$ cat src/rtl/team_06_audio_pkg.sv
// Shared types for the team_06 audio effect engine: effect modes, FSM
// states and small decode helpers used by the engine and its bench.
package team_06_audio_pkg;

  typedef enum logic [2:0] {
    PASS   = 3'd0,
    ECHO   = 3'd1,
    REVERB = 3'd2,
    CRUSH  = 3'd3,
    TREM   = 3'd4
  } effect_mode_t;

  typedef enum logic [2:0] {
    IDLE    = 3'd0,
    REQ     = 3'd1,
    WAIT_RD = 3'd2,
    CALC    = 3'd3,
    WR      = 3'd4,
    WAIT_WR = 3'd5,
    OUT     = 3'd6
  } ae_state_t;

  // Select codes above TREM have no effect assigned and fall back to passthrough.
  function automatic effect_mode_t decode_sel(input logic [2:0] s);
    return (s > 3'd4) ? PASS : effect_mode_t'(s);
  endfunction

  // Echo and reverb are the only modes that touch the SRAM engine.
  function automatic logic is_mem_mode(input effect_mode_t m);
    return (m == ECHO) || (m == REVERB);
  endfunction

endpackage

$ cat src/rtl/team_06_audio_effect_engine_trem_lfo.sv
// Tremolo LFO: counts completed samples and walks the gain along a
// triangle wave, one gain step every TREM_DIV samples.
module team_06_trem_lfo #(
  parameter int GAIN_W   = 3,
  parameter int TREM_DIV = 256
) (
  input  logic              clk,
  input  logic              rst,
  input  logic              step,
  output logic [GAIN_W-1:0] gain
);

  localparam int                CNT_W    = (TREM_DIV > 1) ? $clog2(TREM_DIV) : 1;
  localparam logic [CNT_W-1:0]  CNT_LAST = CNT_W'(TREM_DIV - 1);
  localparam logic [GAIN_W-1:0] G_MAX    = {GAIN_W{1'b1}};

  logic [CNT_W-1:0]  cnt_q;
  logic [GAIN_W-1:0] gain_q;
  logic              down_q;

  // Sample divider plus triangle walk; each extreme is visited for one step, then reversed.
  always_ff @(posedge clk) begin
    if (rst) begin
      cnt_q  <= '0;
      gain_q <= G_MAX;
      down_q <= 1'b1;
    end else if (step) begin
      if (cnt_q == CNT_LAST) begin
        cnt_q <= '0;
        if (down_q) begin
          if (gain_q == '0) begin
            gain_q <= gain_q + GAIN_W'(1);
            down_q <= 1'b0;
          end else begin
            gain_q <= gain_q - GAIN_W'(1);
          end
        end else begin
          if (gain_q == G_MAX) begin
            gain_q <= gain_q - GAIN_W'(1);
            down_q <= 1'b1;
          end else begin
            gain_q <= gain_q + GAIN_W'(1);
          end
        end
      end else begin
        cnt_q <= cnt_q + CNT_W'(1);
      end
    end
  end

  assign gain = gain_q;

endmodule

$ cat src/rtl/team_06_audio_effect_engine.sv
// Per-sample audio effect engine. One rising edge of `finished` produces one
// processed sample; echo and reverb round-trip through the SRAM R/W engine
// with a bounded wait on mem_busy.
module team_06_audio_effect_engine
  import team_06_audio_pkg::*;
#(
  parameter int SAMPLE_W   = 8,
  parameter int CRUSH_BITS = 4,
  parameter int GAIN_W     = 3,
  parameter int TREM_DIV   = 256,
  parameter int TIMEOUT    = 64
) (
  input  logic                clk,
  input  logic                rst,
  input  logic [SAMPLE_W-1:0] audio_in,
  input  logic                finished,
  input  logic [2:0]          sel,
  input  logic                audio_enable,
  input  logic [SAMPLE_W-1:0] past_output,
  input  logic                mem_busy,
  output logic [SAMPLE_W-1:0] audio_out,
  output logic                search,
  output logic                record,
  output logic [SAMPLE_W-1:0] save_audio,
  output logic                sample_done,
  output logic                mem_err
);

  localparam int               TMO_W    = $clog2(TIMEOUT + 1);
  localparam int               PROD_W   = SAMPLE_W + GAIN_W + 1;
  localparam logic [TMO_W-1:0] TMO_LAST = TMO_W'(TIMEOUT - 1);

  // Mean of two samples; the sum carries one extra bit so 255+255 cannot wrap.
  function automatic logic [SAMPLE_W-1:0] avg_fn(input logic [SAMPLE_W-1:0] a,
                                                 input logic [SAMPLE_W-1:0] b);
    logic [SAMPLE_W:0] sum;
    sum = {1'b0, a} + {1'b0, b};
    return SAMPLE_W'(sum >> 1);
  endfunction

  function automatic logic [SAMPLE_W-1:0] crush_fn(input logic [SAMPLE_W-1:0] s);
    return s & ({SAMPLE_W{1'b1}} << CRUSH_BITS);
  endfunction

  // Gain g maps to (g+1)/2^GAIN_W, so the top gain is unity and nothing saturates.
  function automatic logic [SAMPLE_W-1:0] trem_fn(input logic [SAMPLE_W-1:0] s,
                                                  input logic [GAIN_W-1:0]   g);
    logic [PROD_W-1:0] prod;
    prod = PROD_W'(s) * (PROD_W'(g) + PROD_W'(1));
    return SAMPLE_W'(prod >> GAIN_W);
  endfunction

  function automatic logic [SAMPLE_W-1:0] calc_fn(input effect_mode_t        m,
                                                  input logic [SAMPLE_W-1:0] s,
                                                  input logic [SAMPLE_W-1:0] p,
                                                  input logic [GAIN_W-1:0]   g);
    case (m)
      ECHO, REVERB: return avg_fn(s, p);
      CRUSH:        return crush_fn(s);
      TREM:         return trem_fn(s, g);
      default:      return s;
    endcase
  endfunction

  ae_state_t           state_q, state_d;
  effect_mode_t        mode_q;
  logic                fin_q, trig_q, trig_take, timeout_hit;
  logic [TMO_W-1:0]    tmo_q;
  logic [SAMPLE_W-1:0] smp_q, past_q, result_q, audio_out_q, save_q;
  logic                sample_done_q, mem_err_q;
  logic [GAIN_W-1:0]   gain;

  // The trigger is registered, so a strobe edge only counts while fully idle.
  assign trig_take = finished & ~fin_q & audio_enable & ~trig_q & (state_q == IDLE);

  team_06_trem_lfo #(
    .GAIN_W   (GAIN_W),
    .TREM_DIV (TREM_DIV)
  ) u_lfo (
    .clk  (clk),
    .rst  (rst),
    .step (sample_done_q),
    .gain (gain)
  );

  // Next-state decode and the one-cycle memory request strobes.
  always_comb begin
    state_d     = state_q;
    timeout_hit = 1'b0;
    search      = 1'b0;
    record      = 1'b0;
    case (state_q)
      IDLE: begin
        if (trig_q && audio_enable) state_d = is_mem_mode(mode_q) ? REQ : CALC;
      end
      REQ: begin
        search  = 1'b1;
        state_d = WAIT_RD;
      end
      WAIT_RD, WAIT_WR: begin
        if (!mem_busy) begin
          state_d = (state_q == WAIT_RD) ? CALC : OUT;
        end else if (tmo_q == TMO_LAST) begin
          timeout_hit = 1'b1;
          state_d     = OUT;
        end
      end
      CALC:    state_d = is_mem_mode(mode_q) ? WR : OUT;
      WR: begin
        record  = 1'b1;
        state_d = WAIT_WR;
      end
      OUT:     state_d = IDLE;
      default: state_d = IDLE;
    endcase
  end

  // Control and output registers, cleared by reset.
  always_ff @(posedge clk) begin
    if (rst) begin
      state_q       <= IDLE;
      fin_q         <= 1'b0;
      trig_q        <= 1'b0;
      tmo_q         <= '0;
      audio_out_q   <= '0;
      save_q        <= '0;
      sample_done_q <= 1'b0;
      mem_err_q     <= 1'b0;
    end else begin
      state_q       <= state_d;
      fin_q         <= finished;
      trig_q        <= trig_take;
      tmo_q         <= ((state_d == state_q) && (state_q == WAIT_RD || state_q == WAIT_WR))
                       ? tmo_q + TMO_W'(1) : '0;
      sample_done_q <= (state_q == OUT);
      mem_err_q     <= timeout_hit;
      if (!audio_enable)         audio_out_q <= '0;
      else if (state_q == OUT)   audio_out_q <= result_q;
      if (state_q == CALC && mode_q == ECHO)        save_q <= smp_q;
      else if (state_q == CALC && mode_q == REVERB) save_q <= avg_fn(smp_q, past_q);
    end
  end

  // Transaction data: latched at trigger, read capture, and the computed result.
  always_ff @(posedge clk) begin
    if (trig_take) begin
      mode_q <= decode_sel(sel);
      smp_q  <= audio_in;
    end
    if (state_q == WAIT_RD && !mem_busy) past_q <= past_output;
    if (timeout_hit)            result_q <= smp_q;
    else if (state_q == CALC)   result_q <= calc_fn(mode_q, smp_q, past_q, gain);
  end

  assign audio_out   = audio_out_q;
  assign save_audio  = save_q;
  assign sample_done = sample_done_q;
  assign mem_err     = mem_err_q;

endmodule

$ cat config.mk
export PLATFORM = sky130hd
export DESIGN_NAME = team_06_audio_effect_engine
export DESIGN_NICKNAME = d
export VERILOG_FILES = /design/src/rtl/team_06_audio_pkg.sv /design/src/rtl/team_06_audio_effect_engine_trem_lfo.sv /design/src/rtl/team_06_audio_effect_engine.sv
export SDC_FILE = /design/constraint.sdc
export NUM_CORES = 1
export LEC_CHECK = 0
export ABC_AREA = 1
export BUFFER_PORTS_ARGS = -buffer_cell sky130_fd_sc_hd__buf_2
export CAP_MARGIN = 25
export CORE_MARGIN = 2
export CORE_UTILIZATION = 40
export CTS_CLUSTER_DIAMETER = 100
export DETAILED_ROUTE_END_ITERATION = 12
export GPL_ROUTABILITY_DRIVEN = 0
export SLEW_MARGIN = 15
export SYNTH_ARGS = -nofsm -noshare
export SYNTH_HDL_FRONTEND = slang
export SYNTH_SLANG_ARGS = --single-unit
$ cat constraint.sdc
create_clock -name clk -period 3.85 [get_ports clk]
set_input_delay 0.77 -clock clk [delete_from_list [all_inputs] [get_ports clk]]
set_output_delay 0.77 -clock clk [all_outputs]
set_load 0.01 [all_outputs]
==> results.py, run 1 <==
metrics = {
    "logic_synthesis": {
        "yosys_most_used_dff": "dfxtp_1",
        "yosysWarningCount": 0,
        "synthCells": 563,
        "ys_types": 41,
        "synth_area_leaders": "dfxtp_1 (20%), edfxtp_1 (19%), nand2_1 (9.9%), inv_1 (7.8%), ha_1 (7.3%)",
        "synth_seq_cells": 69,
        "syn_area_sq_mm": 0.004309,
        "synth_nets": 625,
        "synth_edf_count": 27,
        "ys_top_cells_by_count": "nand2_1 (114), inv_1 (90), nor2_1 (80)",
        "async_flop_share_pct": 0,
        "avgSynthCellArea_sq_um": 7.654,
        "synth_largest_area_cell": "dfxtp_1",
        "yosysTopAreaCellShare_pct": 19.51,
        "yosysMostFrequentCell": "nand2_1",
        "yosysSeqAreaShare_pct": 38.33,
    },
    "placed_design": {
        "io_buffers": 43,
        "hpwl_um": 7388,
    },
    "sta": {
        "whs_ps": 454.3,
        "setup_violations": 0,
        "worstMarginPinSlew_ps": 504.8,
        "rsz0062_at_grt": "no",
        "fin_skew_ps": 11.36,
        "fmax_ghz": 0.2779,
        "finalHoldViolations": 0,
        "slew_headroom_pct": 66.16,
        "post-route-period-util_pct": 93.45,
        "final.setup.tns_ps": 0,
        "min_period_ps": 3598,
        "finalMaxSlewViolations": 0,
    },
    "job": {
        "drv_cap": 0,
    },
    "finish": {
        "drive_gt1_share_pct": 14.98,
        "regArea_sq_mm": 0.001653,
        "final_nets": 678,
        "multi_input_area_sq_mm": 0.002278,
        "final.fill_count": 1062,
        "syn_to_final_growth_pct": 14.17,
        "diodes": 0,
    },
    "global_route": {
        "grt_usage_pct": 17.49,
        "grt_overflow_total": 0,
        "grt_pass1_wl_um": 15880,
        "grt_pass1_vias": 3478,
        "antenna_found_initial": 0,
        "grt_start_max_net_pins": 20,
    },
    "floorplan": {
        "start_util_pct": 41.55,
        "die-area_sq_mm": 0.01162,
        "num_rows": 37,
        "fp.dieW_um": 107.8,
        "die_h_um": 107.8,
        "coreArea_sq_mm": 0.01037,
        "ios": 44,
    },
    "route": {
        "num_vias": 3746,
        "drcViolationCount": 0,
        "postRouteAntennaNets": 0,
        "via_per_inst": 4.948,
        "dr.pass1.iters": 7,
        "drt-total-wl_um": 9618,
        "drt_iter0_markers": 251,
        "wire_per_inst_um": 12.71,
    },
    "clock_tree": {
        "clockBufferDepth": 2,
        "clock-sinks": 69,
        "path_clk_slew_ps": 80,
        "cts_buffers": 9,
        "postCtsHoldBufs": 0,
        "cts-root-buf": "clkbuf_8",
        "h-tree-depth": 3,
        "clock_latency_ps": 340,
        "tritoncts": "built",
    },
    "setup_path": {
        "required_ps": 3940,
        "crit_arrival_ps": 3690,
        "startpoint": "u_lfo.gain[0]",
        "crit_path_start_kind": "register",
        "crit_type": "register to register",
        "worst-path-max-fanout": 8,
        "rr_startpoint": "u_lfo.gain[0]",
        "crit_path_end_kind": "register",
    },
    "hold_path": {
        "hold_class": "register to register",
        "holdCritStartpoint": "tmo_q[0]",
    },
    "outcome": {
        "outcome": "finished clean",
    },
    "pwr": {
        "power_leakage_uw": 0.002441,
        "p_per_area_mw_per_mm2": 314.9,
        "peakVddDrop_mv": 0.2191,
    },
}
## stage by stage
stage	instance area [sq um]	utilization [%]	power, uW	worst slack [ps]	instances
after floorplan	4309	-	913.4	321.4	563
after global placement	4697	45.29	965.1	186.2	741
after detailed placement	4697	45.29	967.9	108.7	741
after CTS	4900	47.25	1570	113.9	757
after global routing	4920	47.44	1627	50.32	757
final	4920	47.44	1549	252.0	757
## metal layers
metal / share of wire (%) / GRT usage, % / vias to the layer above
li1: - / - / 1913
met1: 48 / 23.16 / 1725
met2: 45 / 29.20 / 100
met3: 5.7 / 3.148 / 8
met4: 1.2 / 5.037 / 0
met5: 0 / 0 / -
## placed cells by master (no fill, tap or decap), types with 2 or more instances in the layout
cell type	n
a21oi_1	36
a21oi_2	7
buf_2	43
buf_4	4
clkbuf_8	10
clkinv_4	2
dfxtp_1	41
edfxtp_1	27
fa_1	13
ha_1	23
inv_1	90
inv_2	7
inv_4	2
nand2_1	114
nand2_2	2
nand3_1	35
nand3_2	2
nand3b_1	3
nand4_1	10
nor2_1	80
nor2_4	2
nor3_1	5
nor3_2	2
o21a_1	2
o21ai_0	22
o21ai_1	4
or2_2	2
xnor2_1	7
xor2_1	6
## where the power goes
group          leakage (uW)  internal (uW)  switching [uW]
registers          0.000585            774            15.2
logic               0.00175           57.4             107
clock network      0.000102            296             301
## worst max-delay path, stage by stage, from the launching register on
cell	delay [ps]
dfxtp_2	390
inv_1	140
ha_2	430
nand2_1	90
fa_1	490
inv_1	60
fa_1	560
inv_1	60
fa_1	400
inv_1	130
nand3_1	90
nand3_1	130
and2_1	140
o21ai_0	70
nand3_1	90
a21oi_1	70
## registers in the layout (all words and copies together), names as in the netlist
signal and flops:
audio_out 8, trig_q 1, u_lfo.cnt_q 8, mem_err 1, smp_q 8, past_q 8, state_q 3, mode_q 3
fin_q 1, tmo_q 7, save_audio 8, sample_done 1, u_lfo.gain 3, result_q 8, u_lfo.down_q 1
## logic make-up (layout without fill, tap and decap cells)
group           Yosys count  in the layout  synth area share (%)
simple gates            263            263                 26.57
buf+inv                 103            161                 9.233
compound gates           77             77                 9.931
flops                    69             69                 38.33
fa+ha+maj                38             38                 13.30
xor+xnor                 13             13                 2.642
## timing repair
action                     CTS  global route
setup endpoints to repair    0             5
resized for setup            0             5
buffers inserted             0             0
## worst paths after layout
kind,end,slack [ps],depth (start not counted)
max,result_q[7],250,15
min,tmo_q[0],450,1
max reg2reg,result_q[7],250,15
min reg2reg,tmo_q[0],450,1
## final cells by class
class / instances / area share (%)
inverter: 98 / 7.528
clock inverter: 5 / 0.8138
tap: 136 / 3.459
timing repair buffer: 47 / 4.985
sequential: 69 / 33.60
multi-input combinational: 391 / 46.31
clock buffer: 11 / 3.306
(Power assumes the default switching activity.)
==> run 2: changes to the inputs <==
CORE_UTILIZATION = 50   (was 40)
PLACE_DENSITY = 0.69   (was unset)
==> run 2 against run 1 <==
  * Sequential power is essentially flat
  * First-iteration DRC count shrank 30%
  * Register-to-register slack is essentially flat
  * Total power grew 0.65%
  * Count of clock-buffer cells in the layout is the same
  * Global-route usage grew 3.6 points
  * Worst hold slack lost 1.1 ps
  * Clock skew shrank 1.0 ps
==> results.py, run 2 (synthesis gave the netlist of run 1 again) <==
metrics = {
    "clock_tree": {
        "cts_buffers": 9,
        "postCtsHoldBufs": 0,
        "h-tree-depth": 3,
        "cts-root-buf": "clkbuf_8",
        "postCtsSetupBuffers": 0,
        "clock-sinks": 69,
        "cts_resized": 0,
        "tritoncts": "built",
        "clockBufferDepth": 2,
        "path_clk_slew_ps": 80,
        "clock_latency_ps": 340,
    },
    "global_route": {
        "use_met2_pct": 34.56,
        "antenna_found_initial": 0,
        "grt_util_met1_pct": 28.11,
        "grt_usage_pct": 21.09,
        "grt_start_max_net_pins": 20,
        "grt.busiest_layer": "met2",
        "grt_pass1_vias": 3638,
        "grt_pass1_wl_um": 16330,
        "grt_util_met3_pct": 3.324,
        "grt_overflow_total": 0,
    },
    "sta": {
        "finalHoldViolations": 0,
        "min_period_ps": 3590,
        "finalMaxSlewViolations": 0,
        "worstMarginPinSlew_ps": 496.4,
        "fmax_ghz": 0.2786,
        "setup_violations": 0,
        "fin_skew_ps": 10.34,
        "slew_headroom_pct": 66.73,
        "post-route-period-util_pct": 93.24,
        "final.setup.tns_ps": 0,
        "rsz0062_at_grt": "no",
    },
    "setup_path": {
        "worst-path-max-fanout": 9,
        "cp_cell_sequence": "ha_1 -> ha_2 -> nand2_1 -> fa_1 -> inv_1 -> fa_1 -> inv_1 -> fa_1 -> inv_1 -> nand3_1 -> nand3_1 -> and2_1 -> o21ai_0 -> nand3_1 -> a21oi_1",
        "cpPeakStageDelay_ps": 550,
        "crit_path_start_kind": "register",
        "slowest_stage": "fa_1",
        "required_ps": 3940,
        "crit_type": "register to register",
        "crit_path_end_kind": "register",
        "crit_arrival_ps": 3680,
    },
    "finish": {
        "drive_gt1_share_pct": 14.84,
        "diodes": 0,
        "regArea_sq_mm": 0.001653,
        "final.fill_count": 758,
        "final_cell_mix": "nand2_1 (114), inv_1 (90), nor2_1 (80)",
        "layout_commonest_cell": "nand2_1",
        "syn_to_final_growth_pct": 13.01,
        "final_nets": 677,
        "multi_input_area_sq_mm": 0.002267,
        "final_cells": 725,
    },
    "floorplan": {
        "fp.dieW_um": 96.84,
        "die-area_sq_mm": 0.009377,
        "coreArea_sq_mm": 0.008299,
        "start_util_pct": 51.92,
        "die_h_um": 96.84,
        "num_rows": 33,
        "ios": 44,
    },
    "route": {
        "drt-total-wl_um": 9164,
        "postRouteAntennaNets": 0,
        "dr.pass1.iters": 5,
        "num_vias": 3743,
        "via_per_inst": 5.163,
        "drcViolationCount": 0,
        "drt_iter0_markers": 176,
        "wire_per_inst_um": 12.64,
    },
    "pwr": {
        "peakVddDrop_mv": 0.1581,
        "power_leakage_uw": 0.002435,
        "p_per_area_mw_per_mm2": 320.2,
    },
    "outcome": {
        "outcome": "finished clean",
    },
    "job": {
        "drv_cap": 0,
    },
    "placed_design": {
        "dp.cells": 709,
        "io_buffers": 43,
        "hpwl_um": 7105,
    },
    "hold_path": {
        "hold_class": "register to register",
    },
}
-- run 2: path summary, 6_finish.rpt --
check | from | endpoint | slack [ps] | cells after the start
min | u_lfo.cnt_q[7] | u_lfo.cnt_q[7] | 450 | 2
max | u_lfo.gain[0] | result_q[7] | 260 | 15
min reg2reg | u_lfo.cnt_q[7] | u_lfo.cnt_q[7] | 450 | 2
max reg2reg | u_lfo.gain[0] | result_q[7] | 260 | 15
-- run 2: final cells by class --
class	count	area share, %
Timing Repair Buffer	46	4.882
Multi-Input combinational cell	391	46.56
Clock buffer	11	3.571
Tap cell	105	2.698
Inverter	98	7.605
Sequential cell	69	33.94
Clock inverter	5	0.7451
-- run 2: power breakdown --
part	leakage (uW)	switching [uW]	internal (uW)
registers	0.000585	15.8	774
clock network	0.000107	295	315
logic	0.00174	103	56.8
total	0.00244	414	1150
-- run 2: critical path, delay by kind of cell, from the launching register on --
| family | cells | cell delay (ps) |
|---|---|---|
| simple gates | 5 | 530 |
| compound gates | 2 | 130 |
| buf+inv | 3 | 220 |
| flops | 1 | 360 |
| fa+ha+maj | 5 | 2100 |
-- run 2: metrics by stage --
stage | instance area (sq um) | worst slack, ps | hold slack (ps) | util [%] | power [uW]
after CTS | 4861 | 141.2 | 453.0 | 58.57 | 1579
after global routing | 4870 | 27.14 | 489.8 | 58.68 | 1637
after detailed placement | 4651 | 159.5 | 438.6 | 56.04 | 964.8
after global placement | 4651 | 266.8 | 430.7 | 56.04 | 960.8
final | 4870 | 260.1 | 453.2 | 58.68 | 1559
after floorplan | 4309 | 321.4 | 417.5 | - | 913.4
-- run 2: per-layer routing --
metal	share of wire, %	vias up
met5	0	-
met4	2.2	0
met3	5.0	22
met2	46	106
met1	47	1706
li1	-	1909
==> run 3: changes to the inputs <==
==> constraint.sdc (replaced) <==
create_clock -name clk -period 3.85 [get_ports clk]
set_input_delay 0 -clock clk [delete_from_list [all_inputs] [get_ports clk]]
set_output_delay 0 -clock clk [all_outputs]
set_load 0.01 [all_outputs]
==> run 3 against run 2 <==
  * Cell area is 4.5% higher
  * Final cell count is 3.0% higher
  * Maximum frequency is 0.22% higher
  * Largest cell class unchanged
  * Highest routed layer unchanged
==> results.py, run 3 (synthesis gave the netlist of run 1 again) <==
metrics = {
    "outcome": {
        "outcome": "finished clean",
    },
    "sta": {
        "fin_skew_ps": 9.422,
        "post-route-period-util_pct": 93.04,
        "min_period_ps": 3582,
        "rsz0062_at_grt": "no",
        "setup_ws_ps": 267.9,
        "setup_violations": 0,
        "finalHoldViolations": 0,
        "fmax_ghz": 0.2792,
        "finalMaxSlewViolations": 0,
        "worstMarginPinSlew_ps": 496.6,
        "final.setup.tns_ps": 0,
        "slew_headroom_pct": 66.71,
    },
    "pwr": {
        "peakVddDrop_mv": 0.1590,
        "power_leakage_uw": 0.002527,
        "p_per_area_mw_per_mm2": 310.1,
    },
    "route": {
        "wire_per_inst_um": 12.55,
        "dr.pass1.iters": 5,
        "drt_iter0_markers": 196,
        "via_per_inst": 5.129,
        "drcViolationCount": 0,
        "drt-total-wl_um": 9373,
        "postRouteAntennaNets": 0,
        "num_vias": 3831,
    },
    "placed_design": {
        "pre_cts_slack_ps": 159.5,
        "io_buffers": 43,
        "dp.cells": 709,
        "hpwl_um": 7105,
    },
    "global_route": {
        "grt_pass1_wl_um": 16660,
        "grt_start_max_net_pins": 20,
        "grt_usage_pct": 21.54,
        "grt_pass1_vias": 3734,
        "grt_overflow_total": 0,
        "antenna_found_initial": 0,
    },
    "finish": {
        "multi_input_area_sq_mm": 0.002267,
        "syn_to_final_growth_pct": 18.12,
        "final_cell_mix": "nand2_1 (114), inv_1 (90), nor2_1 (80)",
        "final.fill_count": 730,
        "layout_commonest_cell": "nand2_1",
        "diodes": 0,
        "final_nets": 699,
        "drive_gt1_share_pct": 14.33,
        "final_cells": 747,
        "final_util_pct": 61.33,
        "regArea_sq_mm": 0.001653,
    },
    "setup_path": {
        "cpPeakStageDelay_ps": 550,
        "crit_type": "register to register",
        "ff2ff_path_depth": 15,
        "required_ps": 3940,
        "cp_cell_sequence": "ha_1 -> ha_2 -> nand2_1 -> fa_1 -> inv_1 -> fa_1 -> inv_1 -> fa_1 -> inv_1 -> nand3_1 -> nand3_1 -> and2_1 -> o21ai_0 -> nand3_1 -> a21oi_1",
        "crit_path_end_kind": "register",
        "crit_path_start_kind": "register",
        "worst-path-max-fanout": 9,
        "crit_arrival_ps": 3670,
        "slowest_stage": "fa_1",
    },
    "job": {
        "drv_cap": 0,
    },
    "clock_tree": {
        "h-tree-depth": 3,
        "path_clk_slew_ps": 80,
        "cts_buffers": 9,
        "clock_latency_ps": 340,
        "clockBufferDepth": 2,
        "clock-sinks": 69,
        "cts-root-buf": "clkbuf_8",
        "tritoncts": "built",
    },
    "hold_path": {
        "hold_class": "primary input to register",
        "hold_depth": 2,
    },
    "floorplan": {
        "ios": 44,
        "fp.dieW_um": 96.84,
        "coreArea_sq_mm": 0.008299,
        "start_util_pct": 51.92,
        "num_rows": 33,
        "die-area_sq_mm": 0.009377,
        "die_h_um": 96.84,
    },
}
## run 3: worst paths after layout
path / start / end / slack [ps]
worst max-delay path: u_lfo.gain[0] / result_q[7] / 270
worst min-delay path: rst / fin_q / 80
worst max register to register: u_lfo.gain[0] / result_q[7] / 270
worst min register to register: u_lfo.cnt_q[7] / u_lfo.cnt_q[7] / 450
## run 3: metal layers
layer  vias up  share of wire, %  track usage (%)
met5         -                 0                0
li1       1955                 -                -
met2       108                47            35.95
met4         0               2.5            8.126
met1      1746                46            28.26
met3        22               4.4            3.324
## run 3: per-stage QoR
| step | instance area (sq um) | power, uW | hold WS, ps |
|---|---|---|---|
| floorplan | 4309 | 913.4 | 98.87 |
| global placement | 4651 | 960.8 | 176.0 |
| detailed placement | 4651 | 964.8 | 178.1 |
| CTS | 5081 | 1596 | 72.61 |
| global route | 5090 | 1656 | 88.47 |
| finish | 5090 | 1578 | 81.16 |
## run 3: where the power goes
| part | switching [uW] | internal (uW) | leakage, uW |
|---|---|---|---|
| Sequential | 15.8 | 774 | 0.000585 |
| Combinational | 106 | 71.3 | 0.00184 |
| Clock | 296 | 315 | 0.000107 |
| Total | 418 | 1160 | 0.00253 |
## run 3: timing repair
item | CTS | global route
gates resized for setup | 0 | 4
hold endpoints to repair | 24 | 0
buffers inserted | 0 | 0
endpoints found under the setup margin | 0 | 5
hold buffers | 22 | 0
## run 3: layout make-up
type	instances	share of cell area (%)
Multi-Input combinational cell	391	44.54
Clock buffer	11	3.417
Tap cell	105	2.581
Clock inverter	5	0.7129
Inverter	98	7.276
Sequential cell	69	32.47
Timing Repair Buffer	68	8.997
## run 3: worst max-delay path, delay by kind of cell, from the launching register on
family	cells	cell delay, ps
DFF	1	360
adders and majority gates	5	2100
buffers and inverters	3	220
AOI/OAI and AO/OA	2	130
and+or+nand+nor	5	530
